### config.mk
export PLATFORM = sky130hd
export DESIGN_NAME = dmem_bridge_flat
export DESIGN_NICKNAME = d
export VERILOG_FILES = /design/src/rtl/dmem_bridge_pkg.sv /design/src/rtl/dmem_bridge_if.sv /design/src/rtl/dmem_bridge_wait_counter.sv /design/src/rtl/dmem_bridge.sv /design/src/flat_wrapper.sv
export SDC_FILE = /design/constraint.sdc
export NUM_CORES = 1
export LEC_CHECK = 0
export CAP_MARGIN = 20
export CORE_ASPECT_RATIO = 0.75
export CORE_UTILIZATION = 44
export DETAILED_ROUTE_END_ITERATION = 12
export PLACE_DENSITY = 0.86
export SLEW_MARGIN = 20
export SYNTH_ARGS = -nofsm -noshare
export SYNTH_HDL_FRONTEND = slang
export SYNTH_SLANG_ARGS = --single-unit
export TNS_END_PERCENT = 20
### constraint.sdc
create_clock -name clk -period 2.66 [get_ports clk]
set_input_delay 0.399 -clock clk [delete_from_list [all_inputs] [get_ports clk]]
set_output_delay 0.399 -clock clk [all_outputs]
set_load 0.02 [all_outputs]
### src/rtl/dmem_bridge_pkg.sv
// Shared types and constants for the data-memory bridge.
package dmem_bridge_pkg;

  typedef enum logic [1:0] {
    IDLE = 2'd0,
    REQ  = 2'd1,
    RSP  = 2'd2,
    DONE = 2'd3
  } state_t;

  localparam int unsigned DEF_TIMEOUT = 255;
  localparam int unsigned CNT_W       = 8;

endpackage

### src/rtl/dmem_bridge_if.sv
// Request/response bus between the bridge (master) and data memory (slave).
interface dmem_bridge_if;
  logic        bus_valid;
  logic        bus_ready;
  logic        bus_we;
  logic [31:0] bus_addr;
  logic [3:0]  bus_wmask;
  logic [31:0] bus_wdata;
  logic        bus_rsp_valid;
  logic [31:0] bus_rdata;

  modport master (
    output bus_valid, bus_we, bus_addr, bus_wmask, bus_wdata,
    input  bus_ready, bus_rsp_valid, bus_rdata
  );

  modport slave (
    input  bus_valid, bus_we, bus_addr, bus_wmask, bus_wdata,
    output bus_ready, bus_rsp_valid, bus_rdata
  );
endinterface

### src/rtl/dmem_bridge_wait_counter.sv
// Per-transaction wait counter; stops counting once LIMIT is reached.
module wait_counter
  import dmem_bridge_pkg::*;
#(
  parameter int unsigned LIMIT = DEF_TIMEOUT
) (
  input  logic clk,
  input  logic rst,
  input  logic clear,
  input  logic enable,
  output logic reached
);

  logic [CNT_W-1:0] cnt;

  always_ff @(posedge clk or negedge rst) begin
    if (!rst) begin
      cnt <= '0;
    end else if (clear) begin
      cnt <= '0;
    end else if (enable) begin
      cnt <= cnt + CNT_W'(1);
    end
  end

  assign reached = (cnt == CNT_W'(LIMIT));

endmodule

### src/rtl/dmem_bridge.sv
// Bridges the core memory stage onto a valid/ready request bus with a
// separate response strobe, stalling the core and aborting on timeout.
module dmem_bridge
  import dmem_bridge_pkg::*;
#(
  parameter int unsigned TIMEOUT = DEF_TIMEOUT
) (
  input  logic          clk,
  input  logic          rst,
  input  logic          load,
  input  logic          store,
  input  logic [31:0]   addr,
  input  logic [3:0]    mask,
  input  logic [31:0]   store_data,
  output logic          stall,
  output logic [31:0]   load_data,
  output logic          err,
  dmem_bridge_if.master bus
);

  state_t      state, state_nx;
  logic        req;
  logic        reached;
  logic        valid_c;
  logic        take_rsp;
  logic        abort;
  logic        we_q;
  logic [31:0] addr_q;
  logic [31:0] wdata_q;
  logic [3:0]  wmask_q;

  assign req = load | store;

  wait_counter #(.LIMIT(TIMEOUT)) u_wait_counter (
    .clk     (clk),
    .rst     (rst),
    .clear   ((state == IDLE) && req),
    .enable  (((state == REQ) || (state == RSP)) && !reached),
    .reached (reached)
  );

  always_ff @(posedge clk or negedge rst) begin
    if (!rst) begin
      state <= IDLE;
    end else begin
      state <= state_nx;
    end
  end

  // A simultaneous load and store is treated as a store.
  always_ff @(posedge clk or negedge rst) begin
    if (!rst) begin
      addr_q  <= '0;
      we_q    <= 1'b0;
      wmask_q <= '0;
      wdata_q <= '0;
    end else if ((state == IDLE) && req) begin
      addr_q  <= addr & 32'hFFFF_FFFC;
      we_q    <= store;
      wmask_q <= store ? mask : 4'h0;
      wdata_q <= store ? store_data : 32'h0;
    end
  end

  // load_data and err are only non-zero during the single DONE cycle.
  always_ff @(posedge clk or negedge rst) begin
    if (!rst) begin
      err       <= 1'b0;
      load_data <= '0;
    end else begin
      err       <= abort;
      load_data <= (take_rsp && !we_q) ? bus.bus_rdata : 32'h0;
    end
  end

  // Timeout wins over the bus; valid is withdrawn in the abort cycle so the
  // slave cannot accept a request the bridge is abandoning.
  always_comb begin
    state_nx = state;
    stall    = 1'b0;
    valid_c  = 1'b0;
    take_rsp = 1'b0;
    abort    = 1'b0;
    case (state)
      IDLE: begin
        stall = req;
        if (req) state_nx = REQ;
      end
      REQ: begin
        stall = 1'b1;
        if (reached) begin
          abort    = 1'b1;
          state_nx = DONE;
        end else begin
          valid_c = 1'b1;
          if (bus.bus_ready) state_nx = RSP;
        end
      end
      RSP: begin
        stall = 1'b1;
        if (reached) begin
          abort    = 1'b1;
          state_nx = DONE;
        end else if (bus.bus_rsp_valid) begin
          take_rsp = 1'b1;
          state_nx = DONE;
        end
      end
      DONE: begin
        state_nx = IDLE;
      end
      default: begin
        state_nx = IDLE;
      end
    endcase
  end

  assign bus.bus_valid = valid_c;
  assign bus.bus_we    = we_q;
  assign bus.bus_addr  = addr_q;
  assign bus.bus_wmask = wmask_q;
  assign bus.bus_wdata = wdata_q;

endmodule

### src/flat_wrapper.sv
// flat-port wrapper written by rule: the top's interface ports become plain ports
module dmem_bridge_flat import dmem_bridge_pkg::*;
#(
  parameter int unsigned TIMEOUT = DEF_TIMEOUT
)
  (clk, rst, load, store, addr, mask, store_data, stall, load_data, err, bus_bus_valid, bus_bus_we, bus_bus_addr, bus_bus_wmask, bus_bus_wdata, bus_bus_ready, bus_bus_rsp_valid, bus_bus_rdata);
  dmem_bridge_if bus_i ();
  input  logic clk;
  input  logic rst;
  input  logic load;
  input  logic store;
  input  logic [31:0] addr;
  input  logic [3:0] mask;
  input  logic [31:0] store_data;
  output logic stall;
  output logic [31:0] load_data;
  output logic err;
  output wire logic [$bits(bus_i.bus_valid)-1:0] bus_bus_valid;
  output wire logic [$bits(bus_i.bus_we)-1:0] bus_bus_we;
  output wire logic [$bits(bus_i.bus_addr)-1:0] bus_bus_addr;
  output wire logic [$bits(bus_i.bus_wmask)-1:0] bus_bus_wmask;
  output wire logic [$bits(bus_i.bus_wdata)-1:0] bus_bus_wdata;
  input wire logic [$bits(bus_i.bus_ready)-1:0] bus_bus_ready;
  input wire logic [$bits(bus_i.bus_rsp_valid)-1:0] bus_bus_rsp_valid;
  input wire logic [$bits(bus_i.bus_rdata)-1:0] bus_bus_rdata;
  assign bus_bus_valid = bus_i.bus_valid;
  assign bus_bus_we = bus_i.bus_we;
  assign bus_bus_addr = bus_i.bus_addr;
  assign bus_bus_wmask = bus_i.bus_wmask;
  assign bus_bus_wdata = bus_i.bus_wdata;
  assign bus_i.bus_ready = bus_bus_ready;
  assign bus_i.bus_rsp_valid = bus_bus_rsp_valid;
  assign bus_i.bus_rdata = bus_bus_rdata;
  dmem_bridge #(.TIMEOUT(TIMEOUT)) u_core (.clk(clk), .rst(rst), .load(load), .store(store), .addr(addr), .mask(mask), .store_data(store_data), .stall(stall), .load_data(load_data), .err(err), .bus(bus_i));
endmodule
==> impl_metrics.csv, run 1 <==
group,metric,value,unit
timing,rsz0062_at_grt,"false",
floorplanning,die_h,88.63,um
timing,finalCritPeriodShare,95.93,%
place,io_buffers,205,
cts,h-tree-depth,3,
detailed_routing,vias,3639,
global_route,grt_pass1_wl,17490,um
power,p_switching,2.841,mW
status,status,"completed",
critical_path,critPathKind,"reg -> out",
floorplanning,ios,210,
detailed_routing,dr.pass1.iters,5,
detailed_routing,wl_per_cell,14.28,um
layout,layout-drive-gt1-share,10.73,%
timing,timing.final.ws_setup,0.1083,ns
global_route,first_global_vias,3485,
logic_synthesis,ys_types,36,
logic_synthesis,synth_edf_count,0,
logic_synthesis,ys.flop_type,"dfrtp_1",
critical_path,cp.arrival,2.15,ns
power,clkPwrFrac,19.7,%
logic_synthesis,yosys.area.top_type,"dfrtp_1",
logic_synthesis,synth_warnings,0,
logic_synthesis,syn_area_per_cell,10.29,um2
critical_path,crit_fanout,7,
logic_synthesis,synthArstFlopShare,100.0,%
power,p_comb_share,45.9,%
timing,clock-skew-final,0.005199,ns
timing,setup-violations-final,0,
critical_path,required,2.26,ns
critical_path,worstSetupStartpointType,"register",
timing,finalHoldViolations,0,
critical_path,reg2regPathDepth,7,
critical_path,r2r_slack,0.76,ns
place,hpwl,7889,um
job,drv_cap,0,
detailed_routing,drt-initial-drc-count,185,
cts,cts_root_buf,"clkbuf_16",
min_path,min-delay-start,"u_core.bus.bus_wdata[14]",
layout,final_util,71.54,%
critical_path,reg2reg_to,"u_core.bus.bus_wdata[1]",
logic_synthesis,ys_top_cells_by_area,"dfrtp_1 63%, nand2_1 15%, and2_4 6.0%",
min_path,holdPathEnd,"u_core.bus.bus_wdata[14]",
power,p_sw_share,37.47,%
logic_synthesis,ys_ff_latch,110,
floorplanning,die_area,10410,um2
floorplanning,core_area,9697,um2
power,p_int,4.740,mW
detailed_routing,vias_per_cell,4.751,
global_route,grtUsageTotal,21.52,%
timing,fin_crit,2.552,ns
floorplanning,rows,31,
layout,multi_input_area,1525,um2
detailed_routing,drtAntennaViolNets,0,
power,power.density,1093,nW/um2
layout,syn2layout_area_growth,57.54,%
layout,regArea,2753,um2
layout,final_nets,741,
global_route,antenna_found_initial,0,
detailed_routing,drcViolationCount,0,
cts,clkSlewWorstSetupHoldPaths,0.07,ns
cts,cts_made_buffers,9,
floorplanning,start_util,45.41,%
logic_synthesis,synthCells,428,
timing,fin_tns_setup,0,ns
global_route,grt.overflow.total,0,
cts,clock_path_buffers,2,
critical_path,setup.worst_path.end_class,"output pin",
global_route,grt_start_max_net_pins,59,
critical_path,cp_cell_sequence,"ha_2 > nand4_4 > nor2_4 > and2b_2 > clkdlybuf4s50_1",
cts,cts_tree,"done",
power,leakagePower,3.302,nW
power,pwr-share-seq,34.5,%
detailed_routing,wirelength,10940,um
place,dp_slack,0.2824,ns
cts,clock_latency,0.34,ns
power,ir_worst_vdd,680.9,uV
place,gp_congestion,0.8334,
floorplanning,die_width,117.5,um
min_path,holdPathStages,2,
layout,num_antenna_cells,0,
critical_path,max_stage_delay,0.54,ns
layout,final_cell_mix,"204 x clkdlybuf4s50_1, 171 x nand2_1, 110 x dfrtp_1, 39 x nand3_1, 30 x and2_4",
cts,clock_sinks,110,
logic_synthesis,ys_seq_area_share,62.52,%
logic_synthesis,synth_top_cell_area_share,62.52,%
timing,slew_viol_final,0,
min_path,min_path_type,"reg -> reg",
logic_synthesis,synthesis.area,4403,um2
timing,clock.fmax,391.9,MHz
critical_path,r2r-start,"u_core.state[1]",
cts,post_cts_buffers,0,
critical_path,critical_path.slowest_cell,"clkdlybuf4s50_1",
layout,fill_cells,684,
layout,layout_commonest_cell,"clkdlybuf4s50_1",
-- layer usage --
layer | GRT usage, % | part of all wire, % | vias to the layer above
met4 | 6.993 | 1.7 | 0
met5 | 0 | 0 | -
met1 | 25.49 | 40 | 1692
met2 | 35.93 | 48 | 179
li1 | - | - | 1753
met3 | 9.278 | 9.9 | 15
-- stage by stage --
step	instance area [um2]	total power, mW	std cells	hold slack [ns]
3_3_place_gp	6583	6.008	749	0.3273
3_5_place_dp	6583	6.130	749	0.3404
4_1_cts	6934	7.645	766	0.4718
5_1_grt	6937	8.050	766	0.4853
6_report	6937	7.580	766	0.4674
2_1_floorplan	4407	4.429	429	0.1034
-- cell usage after synthesis (2+ instances only) --
library cell	number
and2_4	30
inv_1	2
o211ai_1	3
nand3_1	39
nor2b_1	4
ha_1	6
nor2_1	9
nand4_1	2
a211oi_1	2
o31ai_1	2
clkbuf_1	12
and2_2	3
buf_6	3
nand2_1	171
buf_4	2
buf_2	8
a21oi_1	2
dfrtp_1	110
-- state kept, by name (all words and copies together) (netlist names) --
name	count
u_core.state	2
u_core.bus.bus_wdata	32
u_core.bus.bus_wmask	4
u_core.err	1
u_core.u_wait_counter.cnt	8
u_core.load_data	32
u_core.bus.bus_we	1
u_core.bus.bus_addr	30
-- logic make-up after synthesis --
family / Yosys count / share of synthesized area, %
mux: 1 / 0.2273
compound gates: 16 / 2.756
fa+ha+maj: 6 / 1.705
other cells: 1 / 0.08517
xor+xnor: 1 / 0.1990
simple gates: 266 / 29.30
flops: 110 / 62.52
buf+inv: 27 / 3.211
-- final cells by class --
class	count	share of cell area [%]
clock buffers	11	3.644
clock inverters	5	1.281
inverters	2	0.1082
multi-input cells	292	21.99
flip-flops and latches	110	39.68
well taps	132	2.381
repair buffers	214	30.92
-- power groups by stage --
stage                     Sequential [mW]  Clock, mW  Combinational, mW
after floorplan                      3.30          0               1.13
after global placement               2.60          0               3.41
after detailed placement             2.64          0               3.49
after CTS                            2.61       1.53               3.51
after global routing                 2.68       1.59               3.78
final                                2.61       1.49               3.48
-- what timing repair did --
action                                  in CTS  in global routing
endpoints found under the setup margin       0                  1
hold endpoints to repair                    24                  0
hold buffers                                 1                  0
resized for setup                            0                  1
-- worst max-delay path, delay by kind of cell, from the launching register on --
family / cells / cell delay (ns)
fa+ha+maj: 1 / 0.25
buf+inv: 1 / 0.54
flops: 1 / 0.40
simple gates: 3 / 0.63
-- how the worst max path moves through the flow --
stage / start / end / cells past startpoint
global route: u_core.state[0] / stall / 5
floorplan: u_core.state[0] / stall / 6
global placement: load / stall / 6
detailed placement: load / stall / 6
CTS: u_core.u_wait_counter.cnt[0] / bus_bus_valid / 5
finish: u_core.u_wait_counter.cnt[0] / bus_bus_valid / 5
Power figures use the tool's default switching activity.
==> run 2: changes to the inputs <==
--- a/config.mk
+++ b/config.mk
@@ -8,8 +8,11 @@
 export CAP_MARGIN = 20
 export CORE_ASPECT_RATIO = 0.75
 export CORE_UTILIZATION = 44
+export CTS_CLUSTER_SIZE = 30
 export DETAILED_ROUTE_END_ITERATION = 12
+export GPL_TIMING_DRIVEN = 0
 export PLACE_DENSITY = 0.86
+export SETUP_SLACK_MARGIN = 0.02
 export SLEW_MARGIN = 20
 export SYNTH_ARGS = -nofsm -noshare
 export SYNTH_HDL_FRONTEND = slang
==> run 2 against run 1 <==
Compared with the run above:
- sequential cell count unchanged
- combinational power up 1%
- cell area up 0.87%
- sequential power about the same
- via count up 3.6%
- clock power down 3%
- global-route usage up 1.7 points
- total power up 0.24%
- critical endpoint unchanged
- largest cell class unchanged
- highest routed layer unchanged
==> impl_metrics.csv, run 2 (same netlist as run 1, synthesis figures left out) <==
group,metric,value,unit
status,status,"completed",
layout,syn2layout_area_growth,58.91,%
floorplanning,start_util,45.41,%
critical_path,critical_path.slowest_cell,"clkdlybuf4s50_1",
power,power.density,1086,nW/um2
cts,cts_made_buffers,9,
critical_path,setup.worst_path.end_class,"output pin",
cts,h-tree-depth,3,
cts,cts_root_buf,"clkbuf_16",
timing,clock.fmax,406.9,MHz
place,gp_congestion,0.8228,
floorplanning,die_width,117.5,um
place,io_buffers,205,
global_route,first_global_vias,3854,
global_route,antenna_found_initial,0,
cts,cts_tree,"done",
power,total_power,7.599,mW
cts,clock_latency,0.34,ns
critical_path,cp.arrival,2.06,ns
global_route,grtUsageTotal,23.18,%
layout,multi_input_area,1513,um2
detailed_routing,vias_per_cell,4.803,
detailed_routing,dr.pass1.iters,4,
timing,slew_headroom,63.56,%
floorplanning,rows,31,
floorplanning,die_area,10410,um2
min_path,min_path_type,"reg -> reg",
critical_path,cp_cell_sequence,"ha_1 > nand4_4 > nor2_4 > and2b_2 > clkdlybuf4s50_1",
timing,finalCritPeriodShare,92.39,%
layout,layout_commonest_cell,"clkdlybuf4s50_1",
timing,clock-skew-final,0.007939,ns
critical_path,max_stage_delay,0.53,ns
cts,clock_sinks,110,
layout,fill_cells,693,
layout,layout-drive-gt1-share,11.18,%
timing,fin_hold_ws,0.4683,ns
detailed_routing,drtAntennaViolNets,0,
timing,rsz0062_at_grt,"false",
detailed_routing,wirelength,11850,um
layout,regArea,2753,um2
critical_path,critPathKind,"reg -> out",
detailed_routing,wl_per_cell,15.09,um
place,hpwl,8950,um
detailed_routing,drt-initial-drc-count,137,
timing,slew_viol_final,0,
timing,finalHoldViolations,0,
critical_path,crit_fanout,5,
cts,clock_path_buffers,2,
detailed_routing,drcViolationCount,0,
cts,clkSlewWorstSetupHoldPaths,0.07,ns
job,drv_cap,0,
global_route,grt_start_max_net_pins,69,
floorplanning,die_h,88.63,um
layout,final_cell_mix,"203 x clkdlybuf4s50_1, 171 x nand2_1, 110 x dfrtp_1, 39 x nand3_1, 30 x and2_4",
critical_path,worstSetupStartpointType,"register",
layout,num_antenna_cells,0,
global_route,grt_pass1_wl,18660,um
layout,final_nets,761,
timing,setup-violations-final,0,
floorplanning,ios,210,
critical_path,required,2.26,ns
global_route,grt.overflow.total,0,
timing,fin_crit,2.458,ns
timing,worst_slew_pin_slew,0.5465,ns
power,leakagePower,3.345,nW
floorplanning,core_area,9697,um2
power,ir_worst_vdd,684.4,uV
detailed_routing,vias,3770,
-- run 2: cell count changes in the layout (fill, tap and decap cells not counted), moves of 2 or more --
cell and delta:
buf_12 -2, buf_2 +8, buf_4 -3, buf_6 +4, clkbuf_1 +12
-- run 2: stage by stage --
step | TNS, ns | util, % | cell area (um2) | setup slack [ns] | cells
2_1_floorplan | 0 | - | 4407 | 0.9257 | 429
3_3_place_gp | -309.26 | 68.31 | 6624 | -2.821 | 766
3_5_place_dp | 0 | 68.61 | 6653 | 0.1798 | 767
4_1_cts | 0 | 72.00 | 6982 | 0.03762 | 783
5_1_grt | 0 | 72.15 | 6997 | 0.06254 | 785
6_report | 0 | 72.15 | 6997 | 0.2025 | 785
-- run 2: final timing paths --
check / slack, ns / cells past startpoint / end / start
setup / recovery: 0.20 / 5 / bus_bus_valid / u_core.u_wait_counter.cnt[0]
hold / removal: 0.47 / 2 / u_core.bus.bus_wdata[30] / u_core.bus.bus_wdata[30]
setup reg to reg: 0.78 / 7 / u_core.u_wait_counter.cnt[5] / u_core.state[1]
hold reg to reg: 0.47 / 2 / u_core.bus.bus_wdata[30] / u_core.bus.bus_wdata[30]
max in group asynchronous: 1.44 / 3 / u_core.bus.bus_addr[18] / rst
min in group asynchronous: 0.54 / 2 / u_core.bus.bus_wdata[22] / rst
-- run 2: metal layers --
metal	GRT usage [%]	up-vias	share of wire (%)
met5	0	-	0
met4	7.692	0	1.7
met3	8.119	18	8.8
met2	40.67	174	50
met1	27.11	1787	39
li1	-	1791	-
-- run 2: timing repair --
action                                  4_1_cts  5_1_grt
hold buffers                                  1        0
hold endpoints to repair                     42        0
resized for setup                             1        0
endpoints found under the setup margin        1        1
setup buffers                                 0        2
pin swaps                                     0        1
-- run 2: final cells by class --
class,count,area share [%]
inverters,2,0.1073
plain buffers,25,1.913
well taps,132,2.361
repair buffers,209,30.08
flip-flops and latches,110,39.34
clock buffers,10,3.416
multi-input cells,292,21.62
clock inverters,5,1.162
-- run 2: power breakdown --
group	switching (mW)	leakage (nW)	internal, mW
combinational	1.95	1.75	1.58
clock	0.590	0.155	0.848
sequential	0.353	1.44	2.28
-- run 2: critical path, delay by kind of cell (launching register included) --
| kind | cells | cell delay (ns) |
|---|---|---|
| flops | 1 | 0.38 |
| simple gates | 3 | 0.54 |
| fa+ha+maj | 1 | 0.27 |
| buf+inv | 1 | 0.53 |
==> RTL edit 1: new RTL, settings of run 1 <==
The package constant `CNT_W` goes from 8 to 12.
--- a/src/rtl/dmem_bridge_pkg.sv
+++ b/src/rtl/dmem_bridge_pkg.sv
@@ -11,3 +11,3 @@
   localparam int unsigned DEF_TIMEOUT = 255;
-  localparam int unsigned CNT_W       = 8;
+  localparam int unsigned CNT_W       = 12;
 
Function: no difference found for any inputs over 10 cycles, from zero or initial values and one cycle with rst low; that may be too few to reach the edited logic, so the function may still have changed.
==> RTL edit 1 against run 1 <==
  * Synthesized cell count is 6.3% higher
  * Final cell count is 5.6% higher
  * Sequential power is 3% higher
  * Area after synthesis is 1.7% higher
  * Power is 15% higher
  * Wire length is 14% higher
  * Clock power is 68% higher
  * Setup slack better by 0.031 ns
  * Count of clock-buffer cells in the layout is 9 higher
  * Highest routed layer unchanged
  * Sequential cell count is 4 higher
  * Design area is 6.3% higher
  * Largest cell class unchanged
  * Global-route usage is 2.2 points higher
==> RTL edit 1: results (changes against run 1) <==
[run_status]
status=finished clean  ; unchanged

[worst_setup_path]
critPathMaxStageDelay_ns=0.63  ; was 0.54 ns
worstRegToRegCells=4  ; was 7
r2r_setup_slack_ns=0.52  ; was 0.76 ns
r2r_start=u_core.u_wait_counter.cnt[8]$_DFFE_PN0P_  ; was u_core.state[1]$_DFFE_PN0P_
cp.arrival_ns=2.12  ; was 2.15 ns
r2r_end=u_core.state[1]$_DFFE_PN0P_  ; was u_core.bus.bus_wdata[1]$_DFFE_PN0P_
cp_top_family=buffers and inverters  ; was simple AND/OR/NAND/NOR gates

[synth]
avgSynthCellArea_sq_um=9.84  ; was 10.3 sq um
synth-seq-area-share=0.637  ; was 0.625
synthTopCellsByArea=dfrtp_1 (64%), nand2_1 (15%), and2_1 (4.7%)  ; was dfrtp_1 (63%), nand2_1 (15%), and2_4 (6.0%)

[power]
p_leak_nw=3.54  ; was 3.30 nW
peakVddDrop_v=0.000567  ; was 0.000681 V

[placed_design]
gp_congestion=0.832  ; was 0.833
detailed_place_hpwl_mm=8.56  ; was 7.89 mm
io_buffer_count=205  ; unchanged

[cells_and_area]
drive_above_1_share=0.0753  ; was 0.107
nNetsFinal=776  ; was 741
fillers=647  ; was 684

[global_route]
grt_pass1_wl_mm=19.0  ; was 17.5 mm
grtUsageMet1=0.264  ; was 0.255
grt_max_degree=51  ; was 59
gr-usage-met2=0.406  ; was 0.359
grt_usage=0.238  ; was 0.215

[drt]
drt_first_pass_iters=4  ; was 5
vias=3998  ; was 3639
wl_per_cell_um=15.4  ; was 14.3 um
dr.first_iter.drc_count=202  ; was 185

[hold_path]
worstHoldPathType=in -> async  ; was reg -> reg

[clocking]
path_clk_slew_ns=0.05  ; was 0.07 ns
cts_buffers=17  ; was 9
clock_latency_ns=0.41  ; was 0.34 ns
htreeDepth=4  ; was 3

[sta]
fin_worst_skew_ns=0.0122  ; was 0.00520 ns

## RTL edit 1: cell count changes after synthesis, moves of 4 or more
cell | before | now
clkbuf_1 | 12 | 20
and2_4 | 30 | 0
dfrtp_1 | 110 | 114
o21ai_0 | 1 | 5
inv_1 | 2 | 6
buf_1 | 0 | 4
a31oi_1 | 0 | 4
and2_1 | 0 | 34
buf_2 | 8 | 1
nor2b_1 | 4 | 0
## RTL edit 1: worst max-delay path by stage
stage / cells after the start / startpoint / to / slack (ns)
CTS: 4 / u_core.u_wait_counter.cnt[8]$_DFFE_PN0P_ / bus_bus_valid / 0.002
global route: 6 / u_core.state[0]$_DFFE_PN0P_ / stall / 0.02
detailed placement: 5 / load / stall / 0.31
finish: 6 / u_core.state[0]$_DFFE_PN0P_ / stall / 0.14
floorplan: 5 / u_core.u_wait_counter.cnt[8]$_DFFE_PN0P_ / u_core.state[1]$_DFFE_PN0P_ / 0.66
global placement: 5 / load / stall / 0.30
## RTL edit 1: stage by stage
stage / worst slack [ns] / instance area, sq um / hold slack [ns] / total power, mW
CTS: 0.00186 / 7370 / 0.0269 / 8.77
global placement: 0.304 / 6710 / 0.449 / 6.09
detailed placement: 0.311 / 6710 / 0.454 / 6.22
finish: 0.140 / 7380 / 0.0140 / 8.71
global route: 0.0217 / 7380 / 0.0636 / 9.18
floorplan: 0.664 / 4480 / 0.103 / 4.44
## RTL edit 1: per-layer routing
metal / routed length (um) / vias to the layer above / share of wire
li1: - / 1880 / -
met1: 4890 / 1911 / 0.39
met2: 6090 / 184 / 0.49
met3: 1220 / 23 / 0.098
met4: 250 / 0 / 0.020
met5: 0 / - / 0
## RTL edit 1: logic make-up after synthesis
group	after synthesis	synth area share
adders and majority gates	6	0.0168
buffers and inverters	33	0.0296
and+or+nand+nor	273	0.270
DFF	114	0.637
other	1	0.000837
xor gates and xnor gates	3	0.00587
AOI/OAI and AO/OA	23	0.0349
muxes	2	0.00475
## RTL edit 1: what timing repair did
item	in CTS	in global routing
gates resized for setup	0	1
endpoints found under the setup margin	0	1
hold endpoints to repair	0	0
## RTL edit 1: cell type report
| cell class | instances | area, sq um | share of cell area |
|---|---|---|---|
| Timing Repair Buffer | 216 | 2160 | 0.293 |
| Sequential cell | 114 | 2850 | 0.387 |
| Multi-Input combinational cell | 309 | 1510 | 0.205 |
| Tap cell | 132 | 165 | 0.0224 |
| Inverter | 6 | 22.5 | 0.00305 |
| Clock buffer | 20 | 457 | 0.0619 |
| Clock inverter | 12 | 205 | 0.0278 |
## RTL edit 1: power breakdown
part | internal (mW) | leakage (nW) | switching, mW | total [mW]
Clock | 1.71 | 0.316 | 0.794 | 2.51
Sequential | 2.35 | 1.49 | 0.348 | 2.70
Combinational | 1.57 | 1.73 | 1.93 | 3.50
==> RTL edit 2: new RTL, config.mk and constraints of run 1 <==
Made on the original files. Take the reset off `load_data` and load it in a clocked block of its own.
--- a/src/rtl/dmem_bridge.sv
+++ b/src/rtl/dmem_bridge.sv
@@ -68,7 +68,9 @@
       err       <= 1'b0;
-      load_data <= '0;
     end else begin
       err       <= abort;
-      load_data <= (take_rsp && !we_q) ? bus.bus_rdata : 32'h0;
     end
+  end
+
+  always_ff @(posedge clk) begin
+    load_data <= (take_rsp && !we_q) ? bus.bus_rdata : 32'h0;
   end
Function: differs if rst is asserted again (counterexample within 4 cycles, from zero or initial values and one cycle with rst low); with rst held inactive, the same outputs for 10 cycles.
==> RTL edit 2 against run 1 <==
  * Sequential cell count unchanged
  * Hold slack lost 0.47 ns
  * Global-route usage rose by 1.2 points
  * Wire length increased by 2.5%
  * Setup slack improved by 0.092 ns
  * Design area decreased by 3.8%
  * Power down 2.5%
  * Area after synthesis fell by 4.2%
  * Highest routed layer unchanged
==> RTL edit 2: results (changes against run 1) <==
[run_status]
status=finished clean  ; unchanged

[drt]
drt_first_pass_iters=4  ; was 5
met3_length_mm=1.17  ; was 1.08 mm

[cells_and_area]
multi_input_area_share=0.224  ; was 0.220
final_area_sq_um=6670  ; was 6940 sq um
buffer_area_frac=0.317  ; was 0.309
seqCellArea_sq_um=2590  ; was 2750 sq um
comb.multi_input.count=291  ; was 292
fillers=690  ; was 684
clockNetworkAreaShare=0.0452  ; was 0.0492

[global_route]
grt_pass1_vias=3541  ; was 3485
grt_pass1_wl_mm=17.4  ; was 17.5 mm
grtUsageMet1=0.258  ; was 0.255
grt_usage=0.227  ; was 0.215
grt_max_degree=79  ; was 59
use_met3=0.102  ; was 0.0928

[synth]
synth_compound_gate_area_share=0.0276  ; about the same
netlist_top_cells_count=nand2_1 (171), dfrtp_1 (78), nand3_1 (38)  ; was nand2_1 (171), dfrtp_1 (110), nand3_1 (39)
synth-seq-area-share=0.614  ; was 0.625
synth_cell_type_count=37  ; was 36
synthTopCellsByArea=dfrtp_1 (46%), nand2_1 (15%), dfxtp_1 (15%)  ; was dfrtp_1 (63%), nand2_1 (15%), and2_4 (6.0%)
synth_async_sr_flop_share=0.709  ; was 1.00

[worst_setup_path]
r2r_end=u_core.bus.bus_wdata[16]$_DFFE_PN0P_  ; was u_core.bus.bus_wdata[1]$_DFFE_PN0P_
critPathCapture=stall  ; was bus_bus_valid
cp.arrival_ns=2.06  ; was 2.15 ns

[placed_design]
detailed_place_hpwl_mm=7.99  ; was 7.89 mm
gp_congestion=0.764  ; was 0.833

[power]
peakVddDrop_v=0.000723  ; was 0.000681 V
pg_clk_mw=1.33  ; was 1.49 mW
pwr-share-seq=0.353  ; was 0.345

[hold_path]
worstHoldPathType=in -> async  ; was reg -> reg

RTL edit 2: cell types whose count changed in the layout (fill, tap and decap cells not counted), sizes merged, moves of 3 or more:
cell	before	now
dfxtp	0	32
dfrtp	110	78
nor2	10	6
and3	0	3
clkinv	1	4
RTL edit 2: critical path, stage by stage (launching register included):
cell and delay [ns]:
dfrtp_1 0.40, inv_1 0.11, ha_1 0.42, nor2_1 0.09
nor2_1 0.09, clkdlybuf4s50_1 0.60
RTL edit 2: per-stage QoR:
stage               power (mW)  hold WS (ns)  utilization  worst slack [ns]  std cells
floorplan                 4.43         0.103            -             0.923        427
global placement          5.97         0.449        0.694             0.354        742
detailed placement        6.09         0.456        0.694             0.373        742
CTS                       7.46         0.243        0.727             0.191        758
global route              7.88        0.0270        0.729           0.00167        759
finish                    7.39       0.00223        0.729             0.200        759
